File: src/rtl/shift_unit_if.sv
`default_nettype none
// ============================================================================
//  Module      : shift_unit_if
//  Description : Start/ready/done handshake and operand/result bus between
//                the control unit (master) and the sequential shifter (slave).
//  Revision    : 1.0 - initial release
// ============================================================================
interface shift_unit_if #(
    parameter int WIDTH = 32
);
    localparam int SHAMT_W = $clog2(WIDTH);

    logic               start;
    logic [1:0]         op;
    logic [SHAMT_W-1:0] shamt;
    logic [WIDTH-1:0]   in;
    logic               ready;
    logic               done;
    logic [WIDTH-1:0]   result;

    modport master (
        output start, op, shamt, in,
        input  ready, done, result
    );

    modport slave (
        input  start, op, shamt, in,
        output ready, done, result
    );
endinterface
`default_nettype wire

File: src/rtl/shift_unit.sv
`default_nettype none
// ============================================================================
//  Module      : shift_unit
//  Description : Multi-cycle shifter (SLL/SRL/SRA/ROTR). Moves at most STEP
//                bits per clock until the requested amount is consumed, then
//                publishes the result with a one-cycle done pulse.
//  Revision    : 1.0 - initial release
// ============================================================================
module shift_unit #(
    parameter int WIDTH = 32,
    parameter int STEP  = 1
) (
    input  logic        clk,
    input  logic        rst,
    shift_unit_if.slave bus
);

    localparam int SHAMT_W = $clog2(WIDTH);

    // STEP <= WIDTH-1 always fits in SHAMT_W bits, so the per-cycle step can
    // be compared directly against the remaining count at its native width.
    localparam logic [SHAMT_W-1:0] c_STEP  = SHAMT_W'(STEP);
    // One extra bit so that WIDTH itself is representable for the rotate
    // complement amount.
    localparam logic [SHAMT_W:0]   c_WIDTH = (SHAMT_W + 1)'(WIDTH);

    localparam logic [1:0] c_OP_SLL  = 2'b00;
    localparam logic [1:0] c_OP_SRL  = 2'b01;
    localparam logic [1:0] c_OP_SRA  = 2'b10;
    localparam logic [1:0] c_OP_ROTR = 2'b11;

    typedef enum logic [1:0] {
        S_IDLE = 2'd0,
        S_BUSY = 2'd1,
        S_DONE = 2'd2
    } state_t;

    state_t             r_state;
    state_t             w_state_next;
    logic               w_accept;

    logic [WIDTH-1:0]   r_work;
    logic [1:0]         r_op;
    logic [SHAMT_W-1:0] r_remaining;
    logic [WIDTH-1:0]   r_result;

    logic [SHAMT_W-1:0] w_k;
    logic [SHAMT_W-1:0] w_remaining_next;
    logic [WIDTH-1:0]   w_shifted;

    // Bits moved this cycle: the full step, or whatever is left if smaller.
    assign w_k              = (r_remaining > c_STEP) ? c_STEP : r_remaining;
    assign w_remaining_next = r_remaining - w_k;

    // One partial shift of the working register by w_k bits.
    always_comb begin
        w_shifted = r_work;
        case (r_op)
            c_OP_SLL:  w_shifted = r_work << w_k;
            c_OP_SRL:  w_shifted = r_work >> w_k;
            c_OP_SRA:  w_shifted = $signed(r_work) >>> w_k;
            c_OP_ROTR: w_shifted = (r_work >> w_k) | (r_work << (c_WIDTH - {1'b0, w_k}));
            default:   w_shifted = r_work;
        endcase
    end

    // State register.
    always_ff @(posedge clk) begin
        if (rst) begin
            r_state <= S_IDLE;
        end else begin
            r_state <= w_state_next;
        end
    end

    // Next-state and handshake outputs; a new request is taken in IDLE or DONE.
    always_comb begin
        w_state_next = r_state;
        w_accept     = 1'b0;
        bus.ready    = 1'b0;
        bus.done     = 1'b0;
        case (r_state)
            S_IDLE: begin
                bus.ready = 1'b1;
                if (bus.start) begin
                    w_accept     = 1'b1;
                    w_state_next = S_BUSY;
                end
            end
            S_BUSY: begin
                if (w_remaining_next == '0) begin
                    w_state_next = S_DONE;
                end
            end
            S_DONE: begin
                bus.ready = 1'b1;
                bus.done  = 1'b1;
                if (bus.start) begin
                    w_accept     = 1'b1;
                    w_state_next = S_BUSY;
                end else begin
                    w_state_next = S_IDLE;
                end
            end
            default: begin
                w_state_next = S_IDLE;
            end
        endcase
    end

    // Operand capture on accept, stepwise shifting while busy, and result
    // publication only on the final step so partial values never show.
    always_ff @(posedge clk) begin
        if (rst) begin
            r_work      <= '0;
            r_op        <= c_OP_SLL;
            r_remaining <= '0;
            r_result    <= '0;
        end else if (w_accept) begin
            r_work      <= bus.in;
            r_op        <= bus.op;
            r_remaining <= bus.shamt;
        end else if (r_state == S_BUSY) begin
            r_work      <= w_shifted;
            r_remaining <= w_remaining_next;
            if (w_remaining_next == '0) begin
                r_result <= w_shifted;
            end
        end
    end

    assign bus.result = r_result;

endmodule
`default_nettype wire

File: src/flat_wrapper.sv
// flat-port wrapper written by rule: the top's interface ports become plain ports
module shift_unit_flat 
#(
    parameter int WIDTH = 32,
    parameter int STEP  = 1
)
  (clk, rst, bus_start, bus_op, bus_shamt, bus_in, bus_ready, bus_done, bus_result);
  shift_unit_if #(.WIDTH(WIDTH)) bus_i ();
  input  logic clk;
  input  logic rst;
  input wire logic [$bits(bus_i.start)-1:0] bus_start;
  input wire logic [$bits(bus_i.op)-1:0] bus_op;
  input wire logic [$bits(bus_i.shamt)-1:0] bus_shamt;
  input wire logic [$bits(bus_i.in)-1:0] bus_in;
  output wire logic [$bits(bus_i.ready)-1:0] bus_ready;
  output wire logic [$bits(bus_i.done)-1:0] bus_done;
  output wire logic [$bits(bus_i.result)-1:0] bus_result;
  assign bus_i.start = bus_start;
  assign bus_i.op = bus_op;
  assign bus_i.shamt = bus_shamt;
  assign bus_i.in = bus_in;
  assign bus_ready = bus_i.ready;
  assign bus_done = bus_i.done;
  assign bus_result = bus_i.result;
  shift_unit #(.WIDTH(WIDTH), .STEP(STEP)) u_core (.clk(clk), .rst(rst), .bus(bus_i));
endmodule
File: config.mk
export PLATFORM = sky130hd
export DESIGN_NAME = shift_unit_flat
export DESIGN_NICKNAME = d
export VERILOG_FILES = /design/src/rtl/shift_unit_if.sv /design/src/rtl/shift_unit.sv /design/src/flat_wrapper.sv
export SDC_FILE = /design/constraint.sdc
export NUM_CORES = 1
export LEC_CHECK = 0
export ABC_AREA = 1
export CAP_MARGIN = 10
export CORE_MARGIN = 3
export CORE_UTILIZATION = 29
export DETAILED_ROUTE_END_ITERATION = 8
export GPL_TIMING_DRIVEN = 0
export PLACE_DENSITY = 0.58
export SYNTH_ARGS = -nofsm -noshare
export SYNTH_HDL_FRONTEND = slang
export SYNTH_SLANG_ARGS = --single-unit
File: constraint.sdc
create_clock -name clk -period 4.6 [get_ports clk]
set_input_delay 1.38 -clock clk [delete_from_list [all_inputs] [get_ports clk]]
set_output_delay 1.38 -clock clk [all_outputs]
set_load 0.02 [all_outputs]
==> flow_summary.yaml, run 1 <==
global_route:
  grt_pass1_vias: 5068
  gr-usage-met3_pct: 4.27
  grt_use_total_pct: 20.1
  met1_usage_pct: 26.8
  grt_util_met2_pct: 31.9
  antenna_found_initial: 0
  busiest_layer: "met2"
  grt_pass1_wl_um: 28100
  grt_max_degree: 14
  gr-total-overflow: 0
clock_tree:
  cts_tree: "yes"
  cts_htree_levels: 3
  numCtsBuffers: 9
  cts_buffer_depth: 2
  clkLatencyLatePin_ns: 0.34
  clk_pin_slew_worst_paths_ns: 0.06
  post_cts_resized: 0
  cts_post_setup_buffers_inserted: 0
  hold_buffers: 0
  clkSinkCount: 73
  root_buffer: "clkbuf_16"
setup_path:
  critical_path.startpoint_type: "register"
  critPathMaxFanout: 10
  rrSetupSlack_ns: 1.35
  path_class: "reg -> reg"
  endpoint_kind: "register"
  arrival_ns: 3.52
  crit_required_ns: 4.87
die:
  io_pins: 76
  fp.dieArea_um2: 17800
  coreArea_um2: 15500
  start_util_pct: 30.3
  fp.dieH_um: 133
  die_w_um: 133
  rows: 45
logic_synthesis:
  syn_area_per_cell_um2: 6.21
  synthXorXnorAreaFrac_pct: 0.372
  synth_top_family_by_area: "simple AND/OR/NAND/NOR gates"
  synth.distinct_cells: 37
  syn_nets: 802
  synth.mux.area_fraction_pct: 0
  syn_inst: 758
  ys_seq_elements: 73
  synth_simple_gate_area_share_pct: 35.9
  synth_area_um2: 4710
  seq_area_frac_synth_pct: 31.1
  synth_adder_area_share_pct: 0.532
  synth_compound_area_share_pct: 21.5
  yosys_warnings: 0
final_layout:
  drive_gt1_share_pct: 9.20
  area.growth.synth_to_final_pct: 28.6
  utilization_pct: 39.0
  fin_nets: 887
  diodes: 0
route:
  wl_per_cell_um: 16.8
  wl_um: 17800
  ant_nets: 0
  vias_per_cell: 4.99
  route.vias.total: 5284
  first_pass_iters: 5
  drc_errors: 0
  dr.first_iter.drc_count: 395
sta:
  max_clock_freq_ghz: 0.308
  max-slew-margin-rel_pct: 43.5
  setup_tns_ns: 0
  tightest_slew_ns: 0.848
  post-route-period-util_pct: 70.6
  fin_skew_ns: 0.00682
  setup_viol: 0
  grt_setup_unrepaired: "false"
  finalHoldViolCount: 0
  min_period_ns: 3.25
  slew_violations: 0
placement:
  place_hpwl_um: 13800
  numPortBuffers: 74
  gp_congestion: 0.952
power_and_ir_drop:
  power_density_nw_per_um2: 517
  ir_drop_v: 0.000176
  p_leak_nw: 2.58
outcome:
  outcome: "complete, no violations"
min_path:
  holdCritPathClass: "reg -> reg"
job:
  drv_cap: 0
-- worst paths after layout --
check	from	end	cells after the start
setup reg to reg	u_core.r_remaining[1]$_SDFFE_PP0P_	u_core.r_work[16]$_SDFFE_PP0P_	16
hold reg to reg	u_core.r_work[22]$_SDFFE_PP0P_	u_core.r_work[22]$_SDFFE_PP0P_	2
hold / removal	u_core.r_work[22]$_SDFFE_PP0P_	u_core.r_work[22]$_SDFFE_PP0P_	2
setup / recovery	u_core.r_remaining[1]$_SDFFE_PP0P_	u_core.r_work[16]$_SDFFE_PP0P_	16
-- per-layer routing --
metal  routed length, um  up-vias  share of wire (%)
met5                   0        -                  0
met4                 449        0                2.5
met3                1200       34                6.7
met2                7960      180                 45
met1                8220     2418                 46
li1                    -     2652                  -
-- placed cells by master (no fill, tap or decap), drive strengths merged, types with 2 or more instances in the layout --
cell type	synthesis	layout
nand2	211	211
nor2	108	108
o21ai	88	88
clkdlybuf4s50	0	74
dfxtp	73	73
a21oi	66	66
inv	64	65
nand3	53	53
clkbuf	31	40
buf	17	17
nand4	13	13
o211ai	13	13
a22oi	3	3
bufinv	0	3
or2	3	3
clkinv	0	3
a21o	2	2
nor3	2	2
o22ai	2	2
ha	2	2
-- registers in the layout (all words and copies together) (netlist names) --
name,flops
u_core.r_op,2
u_core.bus.result,32
u_core.r_state,2
u_core.r_work,32
u_core.r_remaining,5
-- synth_stat cells --
cell type / number / area, um2
nand2_1: 200 / 751
nor2_1: 100 / 375
dfxtp_1: 73 / 1460
inv_1: 59 / 221
a21oi_1: 53 / 265
nand3_1: 50 / 250
o21ai_0: 50 / 250
o21ai_1: 36 / 180
clkbuf_1: 31 / 116
a21oi_2: 13 / 114
nand4_1: 13 / 81.3
o211ai_1: 13 / 97.6
buf_6: 8 / 90.1
buf_2: 7 / 35.0
nand2_2: 7 / 43.8
inv_2: 5 / 18.8
nor2_4: 5 / 56.3
nand2_4: 4 / 45.0
a22oi_1: 3 / 22.5
nor2_2: 3 / 18.8
a21o_1: 2 / 15.0
buf_4: 2 / 15.0
ha_1: 2 / 25.0
nand3_2: 2 / 20.0
nor3_1: 2 / 10.0
o21ai_2: 2 / 17.5
o22ai_1: 2 / 12.5
or2_2: 2 / 12.5
a31oi_1: 1 / 6.26
a41oi_2: 1 / 16.3
conb_1: 1 / 3.75
nand3_4: 1 / 17.5
o2111ai_1: 1 / 8.76
o21bai_1: 1 / 7.51
or2_1: 1 / 6.26
xnor2_1: 1 / 8.76
xor2_1: 1 / 8.76
-- stage by stage --
stage | hold WS, ns | power [mW] | instances | worst slack (ns) | instance area, um2
2_1_floorplan | 0.445 | 1.82 | 758 | 2.23 | 4710
3_3_place_gp | 0.454 | 2.30 | 1043 | 1.26 | 5710
3_5_place_dp | 0.457 | 2.29 | 1043 | 1.27 | 5710
4_1_cts | 0.467 | 3.12 | 1059 | 1.43 | 6050
5_1_grt | 0.487 | 3.35 | 1059 | 1.14 | 6050
6_report | 0.468 | 3.13 | 1059 | 1.35 | 6050
-- critical path, stage by stage, from the launching register on --
cell	delay, ns
dfxtp_1	0.37
nor2_4	0.26
nand2_4	0.10
nor2_4	0.10
buf_6	0.17
buf_4	0.22
ha_1	0.32
inv_1	0.28
clkbuf_1	0.43
nand3_1	0.14
o21ai_1	0.14
nand4_1	0.19
nand2_1	0.10
nand2_1	0.10
nand2_1	0.08
nand2_1	0.05
a21oi_1	0.11
-- where the power goes --
| part | internal [mW] | switching, mW | total [mW] |
|---|---|---|---|
| clock | 0.531 | 0.297 | 0.828 |
| combinational | 0.498 | 1.03 | 1.52 |
| sequential | 0.720 | 0.0600 | 0.780 |
| total | 1.75 | 1.38 | 3.13 |
-- cell families after synthesis --
family	count (synthesis)
flops	73
other cells	1
fa+ha+maj	2
xor+xnor	2
compound gates	178
buf+inv	112
simple gates	390
-- layout make-up --
cell class,instances,area [um2]
Fill cell,1741,9490
Multi-Input combinational cell,573,2750
Sequential cell,73,1460
Timing Repair Buffer,74,741
Tap cell,211,264
Buffer,48,256
Inverter,64,240
Clock buffer,9,225
Clock inverter,7,118
(Power assumes the default switching activity.)
==> run 2, diff against run 1 <==
- PLACE_DENSITY: 0.58 -> 0.59
- clock period: 4.6 -> 2.8 ns (I/O delays scaled with it)
==> run 2 against run 1 <==
Clock skew increased by 0.0021 ns. Sequential cell count unchanged. Register-to-register slack lost 1.2 ns. Largest power group unchanged.
==> flow_summary.yaml, run 2 (same netlist as run 1, synthesis figures left out) <==
clock_tree:
  clkLatencyLatePin_ns: 0.35
  cts_buffer_depth: 2
  cts_htree_levels: 3
  numCtsBuffers: 9
  clk_pin_slew_worst_paths_ns: 0.06
  root_buffer: "clkbuf_16"
  cts_tree: "yes"
  clkSinkCount: 73
power_and_ir_drop:
  power_density_nw_per_um2: 863
  p_leak_nw: 2.62
  ir_drop_v: 0.000293
placement:
  gp_congestion: 0.966
  place_hpwl_um: 13900
  numPortBuffers: 74
  placed_area_um2: 5710
final_layout:
  final_common_cell: "nand2_1"
  final_cell_mix: "nand2_1 (200), nor2_1 (100), clkdlybuf4s50_1 (74)"
  postLayoutCellArea_um2: 6130
  fin_nets: 891
  diodes: 0
  fillers: 1751
  utilization_pct: 39.4
  drive_gt1_share_pct: 10.3
  area.growth.synth_to_final_pct: 30.2
setup_path:
  endpoint_kind: "register"
  worstRegToRegCells: 16
  critical_path.startpoint_type: "register"
  crit_required_ns: 3.08
  arrival_ns: 2.93
  path_class: "reg -> reg"
  critPathMaxFanout: 10
sta:
  finalHoldViolCount: 0
  min_period_ns: 2.65
  fin_skew_ns: 0.00888
  tightest_slew_ns: 0.684
  slew_violations: 0
  max_clock_freq_ghz: 0.377
  post-route-period-util_pct: 94.6
  setup_viol: 0
  max-slew-margin-rel_pct: 54.4
route:
  drc_errors: 0
  wl_per_cell_um: 16.9
  wl_um: 18000
  route.vias.total: 5240
  ant_nets: 0
  first_pass_iters: 6
  dr.first_iter.drc_count: 365
  vias_per_cell: 4.93
global_route:
  gr-total-overflow: 0
  grt_pass1_vias: 5016
  grt_max_degree: 14
  grt_use_total_pct: 20.2
  antenna_found_initial: 0
  grt_pass1_wl_um: 27800
die:
  die_w_um: 133
  start_util_pct: 30.3
  fp.dieArea_um2: 17800
  coreArea_um2: 15500
  rows: 45
  io_pins: 76
  fp.dieH_um: 133
min_path:
  holdCritPathClass: "reg -> reg"
  whs_path_depth: 2
job:
  drv_cap: 0
outcome:
  outcome: "complete, no violations"
-- run 2: changes by cell type in the layout (fill, tap and decap cells not counted), sizes merged --
cell,delta
bufinv,+1
buf,+5
inv,-1
clkbuf,-1
-- run 2: worst max-delay path, cell delays in order, from the launching register on --
cell	delay [ns]
dfxtp_1	0.36
nor2_4	0.18
nand2_4	0.08
nor2_4	0.09
buf_6	0.17
buf_6	0.17
ha_1	0.31
inv_2	0.11
clkbuf_4	0.20
nand3_1	0.09
o21ai_1	0.10
nand4_1	0.22
nand2_1	0.11
nand2_1	0.10
nand2_1	0.08
nand2_1	0.06
a21oi_1	0.12
-- run 2: path summary, 6_finish.rpt --
check / startpoint / endpoint / slack (ns)
setup / recovery: u_core.r_remaining[1]$_SDFFE_PP0P_ / u_core.r_work[16]$_SDFFE_PP0P_ / 0.15
hold / removal: u_core.r_work[15]$_SDFFE_PP0P_ / u_core.r_work[15]$_SDFFE_PP0P_ / 0.47
setup reg to reg: u_core.r_remaining[1]$_SDFFE_PP0P_ / u_core.r_work[16]$_SDFFE_PP0P_ / 0.15
hold reg to reg: u_core.r_work[15]$_SDFFE_PP0P_ / u_core.r_work[15]$_SDFFE_PP0P_ / 0.47
-- run 2: through the flow --
step                std cells  worst slack, ns  power [mW]  setup TNS, ns  hold WS [ns]
finish                   1063            0.151        5.29              0         0.466
global route             1063          -0.0157        5.62        -0.0285         0.494
CTS                      1059           0.0219        5.24              0         0.468
detailed placement       1043           -0.317        3.76          -2.75         0.459
global placement         1043           -0.314        3.78          -3.35         0.455
floorplan                 758            0.428        2.99              0         0.445
-- run 2: area by class of cell --
class                      instances  area (um2)  share of cell area [%]
sequential                        73        1460                    23.9
buffer                            48         267                    4.35
tap                              211         264                    4.31
inverter                          64         240                    3.92
clock buffer                       9         225                    3.68
multi-input combinational        573        2760                    45.0
clock inverter                     7         143                    2.33
timing repair buffer              78         771                    12.6
-- run 2: layer usage --
layer	up-vias	share of wire, %	GRT usage [%]
li1	2657	-	-
met1	2374	47	27.0
met2	174	45	32.0
met3	35	5.6	4.15
met4	0	2.7	7.89
met5	-	0	0
-- run 2: report_power, final --
| part | switching [mW] | internal [mW] |
|---|---|---|
| combinational | 1.70 | 0.859 |
| sequential | 0.0999 | 1.18 |
| clock | 0.485 | 0.962 |
-- run 2: repair_timing --
action / 4_1_cts / 5_1_grt
gates resized for setup: 8 / 1
setup buffers: 0 / 4
pin swaps: 1 / 2
hold buffers: 0 / 0
endpoints found under the hold margin: 0 / 0
endpoints found under the setup margin: 29 / 16
==> run 3, diff against run 2 <==
- PLACE_DENSITY: 0.59 -> not set
- TNS_END_PERCENT: not set -> 5
==> run 3 against run 2 <==
Combinational power barely moved. Maximum frequency rose by 1.4%. Total power fell by 4.8%. Clock power fell by 17%. Critical path depth did not move. Wire length fell by 0.99%. Clock skew barely moved. Via count rose by 0.19%. Register-to-register slack improved by 0.04 ns. Non-clock buffer count fell by 2. Critical path type unchanged. Largest power group unchanged.
==> flow_summary.yaml, run 3 (same netlist as run 1, synthesis figures left out) <==
setup_path:
  crit_path_top_delay_cell: "dfxtp_1"
  arrival_ns: 2.88
  endpoint_kind: "register"
  crit_required_ns: 3.07
  cp_top_family: "simple AND/OR/NAND/NOR gates"
  critPathBufInv: 4
  cp.depth: 16
  path_class: "reg -> reg"
  worstRegToRegCells: 16
  critical_path.startpoint_type: "register"
  crit_path_max_incr_delay_ns: 0.37
  cp_common_cell: "nand2_1"
  crit_chain: "nor2_4 > nand2_4 > nor2_4 > buf_6 > buf_6 > ha_2 > inv_4 > clkbuf_8 > nand3_1 > o21ai_1 > nand4_1 > nand2_1 > nand2_1 > nand2_1 > nand2_1 > a21oi_1"
  critPathMaxFanout: 10
die:
  io_pins: 76
  fp.dieH_um: 133
  die_w_um: 133
  start_util_pct: 30.3
  fp.dieArea_um2: 17800
  coreArea_um2: 15500
  rows: 45
power_and_ir_drop:
  p_comb_share_pct: 50.6
  pwr-share-seq_pct: 25.5
  power_density_nw_per_um2: 830
  p_sw_share_pct: 45.6
  p_leak_nw: 2.57
  p_clk_share_pct: 23.9
  switchingPower_mw: 2.29
  p_int_mw: 2.74
  ir_drop_v: 0.000356
global_route:
  gr-usage-met3_pct: 3.10
  busiest_layer: "met2"
  grt_use_total_pct: 19.8
  grt_pass1_vias: 5033
  gr-total-overflow: 0
  grt_max_degree: 15
  grt_pass1_wl_um: 27700
  met1_usage_pct: 26.7
  grt_util_met2_pct: 31.4
  antenna_found_initial: 0
clock_tree:
  root_buffer: "clkbuf_16"
  hold_buffers: 0
  numCtsBuffers: 9
  clkLatencyLatePin_ns: 0.34
  clkSinkCount: 73
  cts_htree_levels: 3
  clk_pin_slew_worst_paths_ns: 0.07
  cts_buffer_depth: 2
  cts_tree: "yes"
route:
  first_pass_iters: 5
  vias_per_cell: 4.95
  route.vias.total: 5250
  wl_per_cell_um: 16.8
  dr.first_iter.drc_count: 379
  ant_nets: 0
  drc_errors: 0
  wl_um: 17800
sta:
  setup_viol: 0
  fin_skew_ns: 0.00909
  whs_ns: 0.466
  tightest_slew_ns: 0.859
  setup_slack_ns: 0.187
  max-slew-margin-rel_pct: 42.8
  min_period_ns: 2.61
  setup_tns_ns: 0
  max_clock_freq_ghz: 0.383
  grt_setup_unrepaired: "false"
  post-route-period-util_pct: 93.3
  finalHoldViolCount: 0
  slew_violations: 0
placement:
  place_ws_ns: -0.325
  numPortBuffers: 74
  place_hpwl_um: 13500
  gp_congestion: 0.967
final_layout:
  fillers: 1743
  area.growth.synth_to_final_pct: 28.7
  utilization_pct: 39.0
  final_cell_mix: "nand2_1 (200), nor2_1 (100), clkdlybuf4s50_1 (74)"
  drive_gt1_share_pct: 10.4
  fin_nets: 889
  diodes: 0
  final_common_cell: "nand2_1"
min_path:
  whs_path_depth: 2
  holdCritPathClass: "reg -> reg"
outcome:
  outcome: "complete, no violations"
job:
  drv_cap: 0
-- run 3: cell type report --
cell class              count  area, um2  area share [%]
inverters                  64        243            4.01
multi-input cells         573       2760            45.5
repair buffers             76        756            12.5
well taps                 211        264            4.36
clock buffers               9        225            3.72
clock inverters             7       76.3            1.26
flip-flops and latches     73       1460            24.1
plain buffers              48        274            4.52
-- run 3: per-layer routing --
metal / up-vias / routed length, um
met1: 2381 / 8160
li1: 2654 / -
met4: 0 / 561
met5: - / 0
met3: 26 / 1010
met2: 189 / 8050
-- run 3: what timing repair did --
item | 4_1_cts | 5_1_grt
endpoints found under the setup margin | 36 | 25
pin swaps | 1 | 2
gates resized for setup | 8 | 6
hold endpoints to repair | 0 | 0
setup buffers | 0 | 2
-- run 3: worst paths after layout --
kind | startpoint | end | slack [ns]
max | u_core.r_remaining[1]$_SDFFE_PP0P_ | u_core.r_work[16]$_SDFFE_PP0P_ | 0.19
min | u_core.r_work[6]$_SDFFE_PP0P_ | u_core.r_work[6]$_SDFFE_PP0P_ | 0.47
max reg2reg | u_core.r_remaining[1]$_SDFFE_PP0P_ | u_core.r_work[16]$_SDFFE_PP0P_ | 0.19
min reg2reg | u_core.r_work[6]$_SDFFE_PP0P_ | u_core.r_work[6]$_SDFFE_PP0P_ | 0.47
-- run 3: metrics by stage --
| step | area [um2] | power, mW | std cells |
|---|---|---|---|
| 2_1_floorplan | 4710 | 2.99 | 758 |
| 3_3_place_gp | 5710 | 3.76 | 1043 |
| 3_5_place_dp | 5710 | 3.75 | 1043 |
| 4_1_cts | 6030 | 4.97 | 1059 |
| 5_1_grt | 6060 | 5.38 | 1061 |
| 6_report | 6060 | 5.03 | 1061 |
-- run 3: worst register-to-register path: stages (launching register included) --
cell	delay (ns)
dfxtp_1	0.37
nor2_4	0.18
nand2_4	0.08
nor2_4	0.09
buf_6	0.16
buf_6	0.18
ha_2	0.34
inv_4	0.12
clkbuf_8	0.18
nand3_1	0.07
o21ai_1	0.11
nand4_1	0.19
nand2_1	0.11
nand2_1	0.11
nand2_1	0.08
nand2_1	0.05
a21oi_1	0.12
-- run 3: power groups by stage --
stage | clock (mW) | combinational, mW | sequential [mW]
floorplan | 0 | 1.65 | 1.34
global placement | 0 | 2.46 | 1.30
detailed placement | 0 | 2.44 | 1.30
CTS | 1.21 | 2.48 | 1.28
global route | 1.26 | 2.82 | 1.30
finish | 1.20 | 2.54 | 1.28
